**src/rtl/la_pkg.sv**
```systemverilog
// la_pkg: constants, state encodings and helpers shared by both ends of the logic-analyzer UART link
package la_pkg;
    localparam int UART_BYTES_PER_WORD = 4;
    localparam bit MSB_FIRST = 1'b1;
    typedef enum logic [2:0] {RX_IDLE, RX_START, RX_DATA, RX_STOP, RX_BREAK} rx_state_t;
    function automatic int ch_bits(input int ch_no);
        return $clog2(ch_no);
    endfunction
endpackage

```
**src/rtl/uart_rx_byte.sv**
```systemverilog
// uart_rx_byte: 8N1 byte deserializer with input synchronizer and framing checks
module uart_rx_byte
    import la_pkg::*;
#(
    parameter int BAUD_PRESCALER = 200
) (
    input  logic       i_clk,
    input  logic       _rst,
    input  logic       rx_pin,
    output logic       byte_valid,
    output logic [7:0] rx_byte,
    output logic       frame_err,
    output logic       stop_err,
    output logic       start_edge
);
    localparam int CW = $clog2(BAUD_PRESCALER);
    rx_state_t state, state_n;
    logic rx_meta, rx_s, rx_prev, tick;
    logic [CW-1:0] cnt;
    logic [2:0] bit_idx;
    logic [7:0] shreg;
    assign start_edge = state == RX_IDLE && rx_prev && !rx_s;
    assign tick = cnt == '0;
    assign rx_byte = shreg;
    always_ff @(posedge i_clk) begin
        if (_rst) begin
            state <= RX_IDLE;
            rx_meta <= 1'b1;
            rx_s <= 1'b1;
            rx_prev <= 1'b1;
            cnt <= '0;
            bit_idx <= '0;
            shreg <= '0;
        end else begin
            state <= state_n;
            {rx_s, rx_meta} <= {rx_meta, rx_pin};
            rx_prev <= rx_s;
            cnt <= start_edge ? CW'(BAUD_PRESCALER / 2 - 1) :
                   (tick || state == RX_IDLE) ? CW'(BAUD_PRESCALER - 1) : cnt - CW'(1);
            bit_idx <= state != RX_DATA ? 3'd0 : tick ? bit_idx + 3'd1 : bit_idx;
            if (state == RX_DATA && tick) shreg <= {rx_s, shreg[7:1]};
        end
    end
    // A low stop bit parks in RX_BREAK so a held-low line cannot retrigger start detection
    always_comb begin
        state_n = state;
        byte_valid = 1'b0;
        frame_err = 1'b0;
        stop_err = 1'b0;
        case (state)
            RX_IDLE:  state_n = start_edge ? RX_START : RX_IDLE;
            RX_START: if (tick) begin
                state_n = rx_s ? RX_IDLE : RX_DATA;
                frame_err = rx_s;
            end
            RX_DATA:  state_n = (tick && bit_idx == 3'd7) ? RX_STOP : RX_DATA;
            RX_STOP:  if (tick) begin
                state_n = rx_s ? RX_IDLE : RX_BREAK;
                byte_valid = rx_s;
                frame_err = !rx_s;
                stop_err = !rx_s;
            end
            RX_BREAK: state_n = rx_s ? RX_IDLE : RX_BREAK;
            default:  state_n = RX_IDLE;
        endcase
    end
endmodule

```
**src/rtl/transfer_rx.sv**
```systemverilog
// transfer_rx: UART word receiver that steers 32-bit words into per-channel holding registers
module transfer_rx
    import la_pkg::*;
#(
    parameter int CH_NO          = 4,
    parameter int BAUD_PRESCALER = 200,
    parameter int TIMEOUT_BITS   = 20
) (
    input  logic                 i_clk,
    input  logic                 _rst,
    input  logic                 rx_pin,
    output logic [32*CH_NO-1:0]  data_out,
    output logic [CH_NO-1:0]     available,
    input  logic [CH_NO-1:0]     read,
    output logic [CH_NO-1:0]     overflow,
    output logic                 frame_err
);
    localparam int CH_BITS = ch_bits(CH_NO);
    localparam int GAP = TIMEOUT_BITS * BAUD_PRESCALER;
    localparam int GW = $clog2(GAP);
    localparam int BW = $clog2(UART_BYTES_PER_WORD);
    localparam logic [31:0] MASK = 32'hFFFF_FFFF >> CH_BITS;
    logic byte_valid, rx_ferr, stop_err, start_edge, gap_run, expiry, dec, id_ok;
    logic [7:0] rx_byte;
    logic [31:0] word;
    logic [BW-1:0] cnt;
    logic [GW-1:0] gap;
    logic [CH_BITS-1:0] id;
    uart_rx_byte #(.BAUD_PRESCALER(BAUD_PRESCALER)) u_rx (
        .i_clk(i_clk),
        ._rst(_rst),
        .rx_pin(rx_pin),
        .byte_valid(byte_valid),
        .rx_byte(rx_byte),
        .frame_err(rx_ferr),
        .stop_err(stop_err),
        .start_edge(start_edge)
    );
    assign id = word[31 -: CH_BITS];
    assign id_ok = int'(id) < CH_NO;
    assign expiry = gap_run && gap == GW'(GAP - 1);
    // The gap timer also restarts on a false start so a glitch cannot strand a partial word
    always_ff @(posedge i_clk) begin
        if (_rst) begin
            word <= '0;
            cnt <= '0;
            gap <= '0;
            gap_run <= 1'b0;
            dec <= 1'b0;
            frame_err <= 1'b0;
        end else begin
            if (byte_valid) word <= MSB_FIRST ? {word[23:0], rx_byte} : {rx_byte, word[31:8]};
            cnt <= (stop_err || expiry) ? '0 : byte_valid ? cnt + BW'(1) : cnt;
            gap <= (byte_valid || rx_ferr) ? '0 : gap + GW'(1);
            gap_run <= (byte_valid || rx_ferr) ? 1'b1 : (start_edge || expiry) ? 1'b0 : gap_run;
            dec <= byte_valid && cnt == BW'(UART_BYTES_PER_WORD - 1);
            frame_err <= rx_ferr || (dec && !id_ok);
        end
    end
    for (genvar c = 0; c < CH_NO; c++) begin : g_ch
        logic hit, avail, ovf;
        logic [31:0] data;
        assign hit = dec && id_ok && id == CH_BITS'(c);
        assign data_out[32*c +: 32] = data;
        assign available[c] = avail;
        assign overflow[c] = ovf;
        always_ff @(posedge i_clk) begin
            if (_rst) begin
                data <= '0;
                avail <= 1'b0;
                ovf <= 1'b0;
            end else if (hit) begin
                data <= word & MASK;
                avail <= 1'b1;
                ovf <= ovf || (avail && !read[c]);
            end else if (read[c]) begin
                avail <= 1'b0;
            end
        end
    end
endmodule
```
**config.mk**
```make
export PLATFORM = sky130hd
export DESIGN_NAME = transfer_rx
export DESIGN_NICKNAME = d
export VERILOG_FILES = /design/src/rtl/la_pkg.sv /design/src/rtl/uart_rx_byte.sv /design/src/rtl/transfer_rx.sv
export SDC_FILE = /design/constraint.sdc
export NUM_CORES = 1
export LEC_CHECK = 0
export ABC_AREA = 1
export CAP_MARGIN = 20
export CORE_AREA = 3 3 117 130
export CTS_BUF_LIST = sky130_fd_sc_hd__clkbuf_4 sky130_fd_sc_hd__clkbuf_8
export DETAILED_ROUTE_END_ITERATION = 7
export DIE_AREA = 0 0 120 133
export HOLD_SLACK_MARGIN = 0.08
export PLACE_DENSITY = 0.82
export SYNTH_ARGS = -nofsm -noshare
export SYNTH_HDL_FRONTEND = slang
export SYNTH_SLANG_ARGS = --single-unit
```
**constraint.sdc**
```tcl
create_clock -name i_clk -period 1.9 [get_ports i_clk]
set_clock_uncertainty 0.05 [all_clocks]
set_input_delay 0.19 -clock i_clk [delete_from_list [all_inputs] [get_ports i_clk]]
set_output_delay 0.19 -clock i_clk [all_outputs]
set_load 0.05 [all_outputs]
```
After elaboration in Yosys (flattened, before gate mapping)
Index checks and enable logic that the tools add are counted.

Add/subtract/negate cells: 4. Muxes and demuxes: 24. Equal/unequal tests: 13. Reductions and logical operators: 41.

Operators with widths (count): 1-bit two-way mux (16); 3-bit case mux with 5 select lines (1); 1-bit logical AND (14); 12-bit by 1-bit adder with 12-bit output, second input constant (1); 12-bit == test, second input constant (1); 2-bit nonzero test (5); 3-bit two-way mux (3); 8-bit logical NOT (1); 1-bit logical OR (8); 8-bit two-way mux (1); 2-bit OR reduction (4); 8-bit by 1-bit subtractor with 8-bit output, second input constant (1); 7-bit two-way mux (1); 2-bit == test, second input constant (3); 3-bit by 2-bit == test with 1-bit output, second input constant (2); 3-bit == test, second input constant (2); 1-bit logical NOT (5); 2-bit by 1-bit inequality test with 1-bit output, second input constant (2); 3-bit by 1-bit adder with 3-bit output, second input constant (1); 3-bit by 1-bit == test with 1-bit output, second input constant (1); 3-bit logical NOT (1); 3-bit by 2-bit inequality test with 1-bit output, second input constant (1); 3-bit OR reduction (1); 2-bit by 1-bit adder with 2-bit output, second input constant (1); 5 further kinds (5).

Output and inout bits: 137. Flip-flop bits (word level): 202.

Depth between registers and ports, before layout
Gate-level depths: netlist of run 1.

Depth after elaboration: 6. Mapped depth: 10. Gate-level depth less buffers: 9.

Hierarchy
From an unflattened synthesis of run 1, not the netlist that was laid out.

Cells, all modules: 980. Area, all modules: 7541.0 um^2.

Modules (own cells, without submodules): transfer_rx (cells an instance 820, sequential area each 3543.4 um^2, area an instance 6387.4 um^2, times used 1); uart_rx_byte (cells an instance 160, sequential area each 500.5 um^2, area an instance 1153.6 um^2, times used 1).

Least setup slack after synthesis of run 1
No wires, ideal clock.

Path type: register to register. From: register u_rx.cnt[0]. To: register word[1]. Period minus slack after synthesis: 1409 ps. Slack: 491 ps. Data required time: 1737 ps. Path buffers: 2. Setup time: 113 ps. Arrival: 1247 ps. Stages on the path, launching flop included: 10. Path through: dfxtp_1 > inv_1 > ha_1 > nand2_1 > nor2_4 > nand3_2 > buf_4 > buf_6 > nor2_1 > nor2_1.

Word-level cells in the longest chain between the ends: 3.

Ends and longest elaborated chain: from (decl) (line uart_rx_byte.sv:19) `logic [CW-1:0] cnt;`; from (signal assigned) (line uart_rx_byte.sv:38) `cnt <= start_edge ? CW'(BAUD_PRESCALER / 2 - 1) :`; 8-bit logical NOT (line uart_rx_byte.sv:23) `assign tick = cnt == '0;`; 1-bit two-way mux (line uart_rx_byte.sv:57) `RX_STOP: if (tick) begin`; 1-bit two-way mux (line uart_rx_byte.sv:50) `case (state)`; to (signal assigned) (line transfer_rx.sv:52) `if (byte_valid) word <= MSB_FIRST ? {word[23:0], rx_byte} : {rx_byte, word[31:8]};`; to (decl) (line transfer_rx.sv:25) `logic [31:0] word;`.

Every way passes these cells. A chain may end at the register's enable or synchronous reset.

Worst setup path after layout of run 1
From: register g_ch[1].data[0]. To: output data_out[32].

RTL lines: from (decl) (line transfer_rx.sv:62) `logic [31:0] data;`; from (signal assigned) (line transfer_rx.sv:73) `data <= word & MASK;`; to (decl) (line transfer_rx.sv:12) `output logic [32*CH_NO-1:0] data_out,`.

No word-level cell between the ends.

==> results.toml, run 1 <==
[synth]
ys_types = 28
synthesis.instances = 912
yosysWarnings = 0
syn_area_um2 = 7350
ys_seq_area_share_pct = 55.0
avgSynthCellArea_um2 = 8.06
synth_top_cell_by_area = "dfxtp_1"
ys_seq_elements = 202
synth_top_area_share_pct = 55.0
synthTopCellsByArea = "dfxtp_1 (55%), a21oi_1 (9.4%), o21ai_0 (8.4%), nand2_1 (6.7%), nor2_1 (5.4%)"

[critical_path]
crit_path_start_kind = "register"
reg2reg_slack_ns = 0.24
path_cells = "dlygate4sd2_1"
cp_slowest_cell = "dlygate4sd2_1"
r2r-end = "gap[10]$_SDFF_PP0_"
path_max_fanout = 2
max_stage_delay_ns = 0.58
crit_buf_inv = 1
crit_path_end_kind = "output pin"
worstSetupPathType = "reg -> out"
crit_required_ns = 1.66
cp_top_family = "buffers and inverters"
arrival_ns = 1.46
r2r-start = "u_rx.cnt[0]$_SDFF_PP0_"
rr_worst_depth = 8

[flow_run]
drv_cap = 0

[cts]
cts-htree-levels = 1
cts_made_buffers = 31
cts-root-buf = "clkbuf_8"
tritoncts = "done"
cts.path.max_buffers = 3
clk_latency_ns = 0.54
clkSlewWorstSetupHoldPaths_ns = 0.06
cts_num_sinks = 202

[route]
drc = 0
drt-vias-per-instance = 5.09
first_pass_iters = 5
num_vias = 6300
drt_iter0_markers = 523
post_drt_wl_per_cell_um = 14.2
routed_wl_mm = 17.5
drtAntennaViolNets = 0

[power]
power.leakage_nw = 4.55
power.total_mw = 8.04
power_density_nw_per_um2 = 869
irDropWorstVdd_mv = 0.503

[sta]
tns_ns = 0
worst_pin_slew_ns = 0.561
finalCritPeriodShare_pct = 89.5
timing.fmax_ghz = 0.588
period_needed_ns = 1.70
setup_viol = 0
hold_slack_ns = 0.175
rsz0062_at_grt = "no"
drv_slew = 0
relSlewSlack_pct = 62.8
hold_violations = 0

[cells_and_area]
fillCellCount = 1205
regArea_um2 = 4040
multi_input_area_um2 = 2700
drive_gt1_share_pct = 7.82
area_growth_pct = 25.8
num_antenna_cells = 0
final_cell_mix = "dfxtp_1 (202), a21oi_1 (138), nand2_1 (130)"
final_common_cell = "dfxtp_1"
instances_no_fill = 1237
nNetsFinal = 1045

[die]
die_area_um2 = 16000
start_util_pct = 52.9
num_io_pins = 144
die_y_um = 133
dieWidth_um = 120
fp-row-count = 45
core_area_um2 = 13900

[global_routing]
grt-ovfl-total = 0
grt_pass1_vias = 5893
grt_max_degree = 78
antenna_found_initial = 0
grt.total_usage_pct = 21.2
grt_pass1_wl_mm = 28.7

[placement]
place_congestion = 0.871
io_buffers = 135
dp.final_hpwl_mm = 11.7
placed_cells = 1187

[worst_hold_path]
hp-start = "rx_pin"
whs_endpoint = "u_rx.rx_meta$_SDFF_PP1_"
hp-class = "in -> reg"
hold_path_depth = 2

[run_status]
outcome = "complete, no violations"
[per-stage QoR]
stage          cell area [um2]  setup WS [ns]  utilization [%]
2_1_floorplan             7380          0.491                -
3_3_place_gp              8800          0.296             63.3
3_5_place_dp              8800          0.231             63.3
4_1_cts                   9250          0.186             66.5
5_1_grt                   9250         0.0864             66.5
6_report                  9250          0.200             66.5
[Yosys cell counts, drive strengths merged]
library cell  number
or2                4
buf               29
nand2            132
nand4              6
conb               1
inv               70
a31oi              4
ha                 6
nor2             111
a21oi            138
clkbuf            42
dfxtp            202
xor2               8
o211ai             1
nor3               3
xnor2              3
o21ai            125
clkinv             3
nand3             23
nor3b              1
[flip-flops by register name (all words and copies together) (netlist names), 2 cells and up]
signal        cells
u_rx.state        3
u_rx.cnt          8
g_ch.ovf          4
gap              12
cnt               2
u_rx.rx_byte      8
g_ch.data       120
word             32
u_rx.bit_idx      3
g_ch.avail        4
[cell type report]
cell class | instances | area share, %
timing repair buffer | 151 | 15.0
clock buffer | 45 | 5.95
tap | 188 | 2.54
multi-input combinational | 573 | 29.2
clock inverter | 5 | 0.649
inverter | 73 | 2.99
sequential | 202 | 43.7
[what timing repair did]
| action | CTS | global route |
|---|---|---|
| hold buffers | 0 | 0 |
| pin swaps | 0 | 0 |
| setup endpoints to repair | 128 | 1 |
| buffers inserted | 0 | 0 |
| resized for setup | 128 | 1 |
[power by group]
part,total [mW],switching [mW],leakage [nW],internal [mW]
Clock,3.56,1.57,0.328,1.98
Combinational,0.210,0.148,2.60,0.0615
Sequential,4.27,0.0151,1.63,4.26
[layer usage]
| metal | global-route usage (%) | vias to the layer above | share of wire [%] |
|---|---|---|---|
| met5 | 0 | - | 0 |
| met4 | 6.75 | 0 | 2.2 |
| met3 | 3.21 | 31 | 4.5 |
| met2 | 35.7 | 178 | 48 |
| met1 | 28.0 | 2905 | 45 |
| li1 | - | 3186 | - |
[worst max path at each step]
stage	cells after the start	start	end
5_1_grt	9	u_rx.cnt[0]$_SDFF_PP0_	word[19]$_SDFFE_PP0P_
3_5_place_dp	8	u_rx.cnt[0]$_SDFF_PP0_	gap[10]$_SDFF_PP0_
2_1_floorplan	9	u_rx.cnt[0]$_SDFF_PP0_	word[1]$_SDFFE_PP0P_
4_1_cts	1	g_ch[1].data[20]$_SDFFE_PP0P_	data_out[52]
3_3_place_gp	9	u_rx.cnt[0]$_SDFF_PP0_	u_rx.rx_byte[0]$_SDFFE_PP0P_
6_report	1	g_ch[1].data[0]$_SDFFE_PP0P_	data_out[32]
[cell families (layout without fill, tap and decap cells)]
kind of cell / Yosys count / after routing / synth area share (%)
AND/OR/NAND/NOR: 280 / 280 / 15.5
AO/OA/AOI/OAI: 268 / 268 / 18.3
flip-flops: 202 / 202 / 55.0
buffers and inverters: 144 / 274 / 8.80
XOR/XNOR: 11 / 11 / 1.31
adder cells (fa/ha/maj): 6 / 6 / 1.02
other: 1 / 8 / 0.0510
(Power assumes the default switching activity.)
==> inputs of run 2 (changes only) <==
--- a/config.mk
+++ b/config.mk
@@ -7,12 +7,12 @@
 export LEC_CHECK = 0
 export ABC_AREA = 1
 export CAP_MARGIN = 20
-export CORE_AREA = 3 3 117 130
+export CORE_AREA = 3 3 122 124
 export CTS_BUF_LIST = sky130_fd_sc_hd__clkbuf_4 sky130_fd_sc_hd__clkbuf_8
 export DETAILED_ROUTE_END_ITERATION = 7
-export DIE_AREA = 0 0 120 133
+export DIE_AREA = 0 0 125 127
 export HOLD_SLACK_MARGIN = 0.08
-export PLACE_DENSITY = 0.82
+export PLACE_DENSITY = 0.83
 export SYNTH_ARGS = -nofsm -noshare
 export SYNTH_HDL_FRONTEND = slang
 export SYNTH_SLANG_ARGS = --single-unit
==> run 2 against run 1 <==
Against the previous run: count of clock-buffer cells in the layout is 3 higher; non-clock buffer count is 1 lower; critical path depth stayed put; power is 2.8% higher; wire length is 2.5% higher; cell area is 0.37% higher; register-to-register slack worse by 0.03 ns; sequential share of layout area is 0.16 points lower; first-iteration DRC count is 1.7% lower; worst hold slack worse by 0.013 ns; largest power group unchanged.
==> results.toml, run 2 (synthesis gave the netlist of run 1 again) <==
[die]
num_io_pins = 144
dieWidth_um = 125
core_area_um2 = 13900
die_y_um = 127
start_util_pct = 53.0
die_area_um2 = 15900
fp-row-count = 43

[cells_and_area]
largest-register = "g_ch.data"
drive_gt1_share_pct = 7.63
final_cell_mix = "dfxtp_1 (202), a21oi_1 (138), nand2_1 (131)"
num_antenna_cells = 0
nNetsFinal = 1044
instances_no_fill = 1229
area_growth_pct = 26.3
finish.utilization_pct = 66.9
final_common_cell = "dfxtp_1"
largestRegisters = "g_ch.data: 120 flops, word: 32 flops, gap: 12 flops"
largest_reg_flops = 120

[route]
drc = 0
drt_iter0_markers = 514
first_pass_iters = 5
drt-vias-per-instance = 5.19
num_vias = 6384
drtAntennaViolNets = 0
routed_wl_mm = 18.0
post_drt_wl_per_cell_um = 14.6

[cts]
clkSlewWorstSetupHoldPaths_ns = 0.06
cts.path.max_buffers = 3
clk_latency_ns = 0.54
tritoncts = "done"
cts_post_setup_buffers_inserted = 0
cts_num_sinks = 202
cts_hold_buf = 0
cts-htree-levels = 1
cts-root-buf = "clkbuf_8"
cts_made_buffers = 31

[critical_path]
crit_buf_inv = 1
crit_required_ns = 1.66
crit_path_start_kind = "register"
path_max_fanout = 2
reg2reg_slack_ns = 0.21
cp_top_family = "buffers and inverters"
worstSetupPathType = "reg -> out"
crit_path_end_kind = "output pin"
arrival_ns = 1.47
cp_slowest_cell = "dlygate4sd2_1"
max_stage_delay_ns = 0.55
path_cells = "dlygate4sd2_1"

[sta]
relSlewSlack_pct = 64.2
drv_slew = 0
hold_violations = 0
rsz0062_at_grt = "no"
worst_pin_slew_ns = 0.540
tns_ns = 0
timing.fmax_ghz = 0.584
finalCritPeriodShare_pct = 90.1
period_needed_ns = 1.71
setup_viol = 0

[placement]
placed_cells = 1178
dp.final_hpwl_mm = 11.5
io_buffers = 135
place_congestion = 0.800

[power]
power.total_mw = 8.26
power_density_nw_per_um2 = 890
power.leakage_nw = 4.58
irDropWorstVdd_mv = 0.515

[global_routing]
grt.total_usage_pct = 21.4
grt_max_degree = 68
grt_pass1_wl_mm = 29.0
grt-ovfl-total = 0
antenna_found_initial = 0
grt_pass1_vias = 5970

[flow_run]
drv_cap = 0

[run_status]
outcome = "complete, no violations"

[worst_hold_path]
hp-class = "in -> reg"
## run 2: changes by cell type in the layout (fill, tap and decap cells not counted), sizes merged
cell / change
clkbuf: +3
inv: -1
dlygate4sd2: +1
buf: -2
clkinv: -1
## run 2: stage by stage
step | hold slack (ns) | area, um2 | setup slack, ns
final | 0.162 | 9290 | 0.189
after global routing | 0.166 | 9290 | 0.0859
after CTS | 0.138 | 9290 | 0.164
after detailed placement | 0.348 | 8780 | 0.227
after global placement | 0.343 | 8780 | 0.311
after floorplan | 0.244 | 7380 | 0.491
## run 2: metal layers
metal  global-route usage (%)  part of all wire (%)  vias to the layer above  wire length, um
met5                        0                     0                        -                0
met4                     7.84                   2.8                        0              499
met3                     4.01                   6.8                       41             1230
met2                     36.4                    48                      243             8580
met1                     27.3                    43                     2926             7660
li1                         -                     -                     3174                -
## run 2: power breakdown
part	internal, mW	switching [mW]	total, mW
clock network	2.18	1.59	3.77
logic	0.0680	0.149	0.217
registers	4.26	0.0168	4.27
## run 2: path summary, 6_finish.rpt
kind | from | to | cells after the start
worst max-delay path | g_ch[1].data[29]$_SDFFE_PP0P_ | data_out[61] | 1
worst min-delay path | rx_pin | u_rx.rx_meta$_SDFF_PP1_ | 2
worst max register to register | u_rx.cnt[0]$_SDFF_PP0_ | gap[9]$_SDFF_PP0_ | 7
worst min register to register | u_rx.rx_meta$_SDFF_PP1_ | u_rx.rx_s$_SDFF_PP1_ | 1
## run 2: repair_timing
item	CTS	global route
hold endpoints to repair	0	0
setup endpoints to repair	129	0
gates resized for setup	129	0
## run 2: final cells by class
class	instances	area, um2
Inverter	73	277
Fill cell	1191	4590
Clock inverter	3	46.3
Sequential cell	202	4040
Tap cell	180	225
Multi-Input combinational cell	573	2700
Timing Repair Buffer	150	1380
Clock buffer	48	617
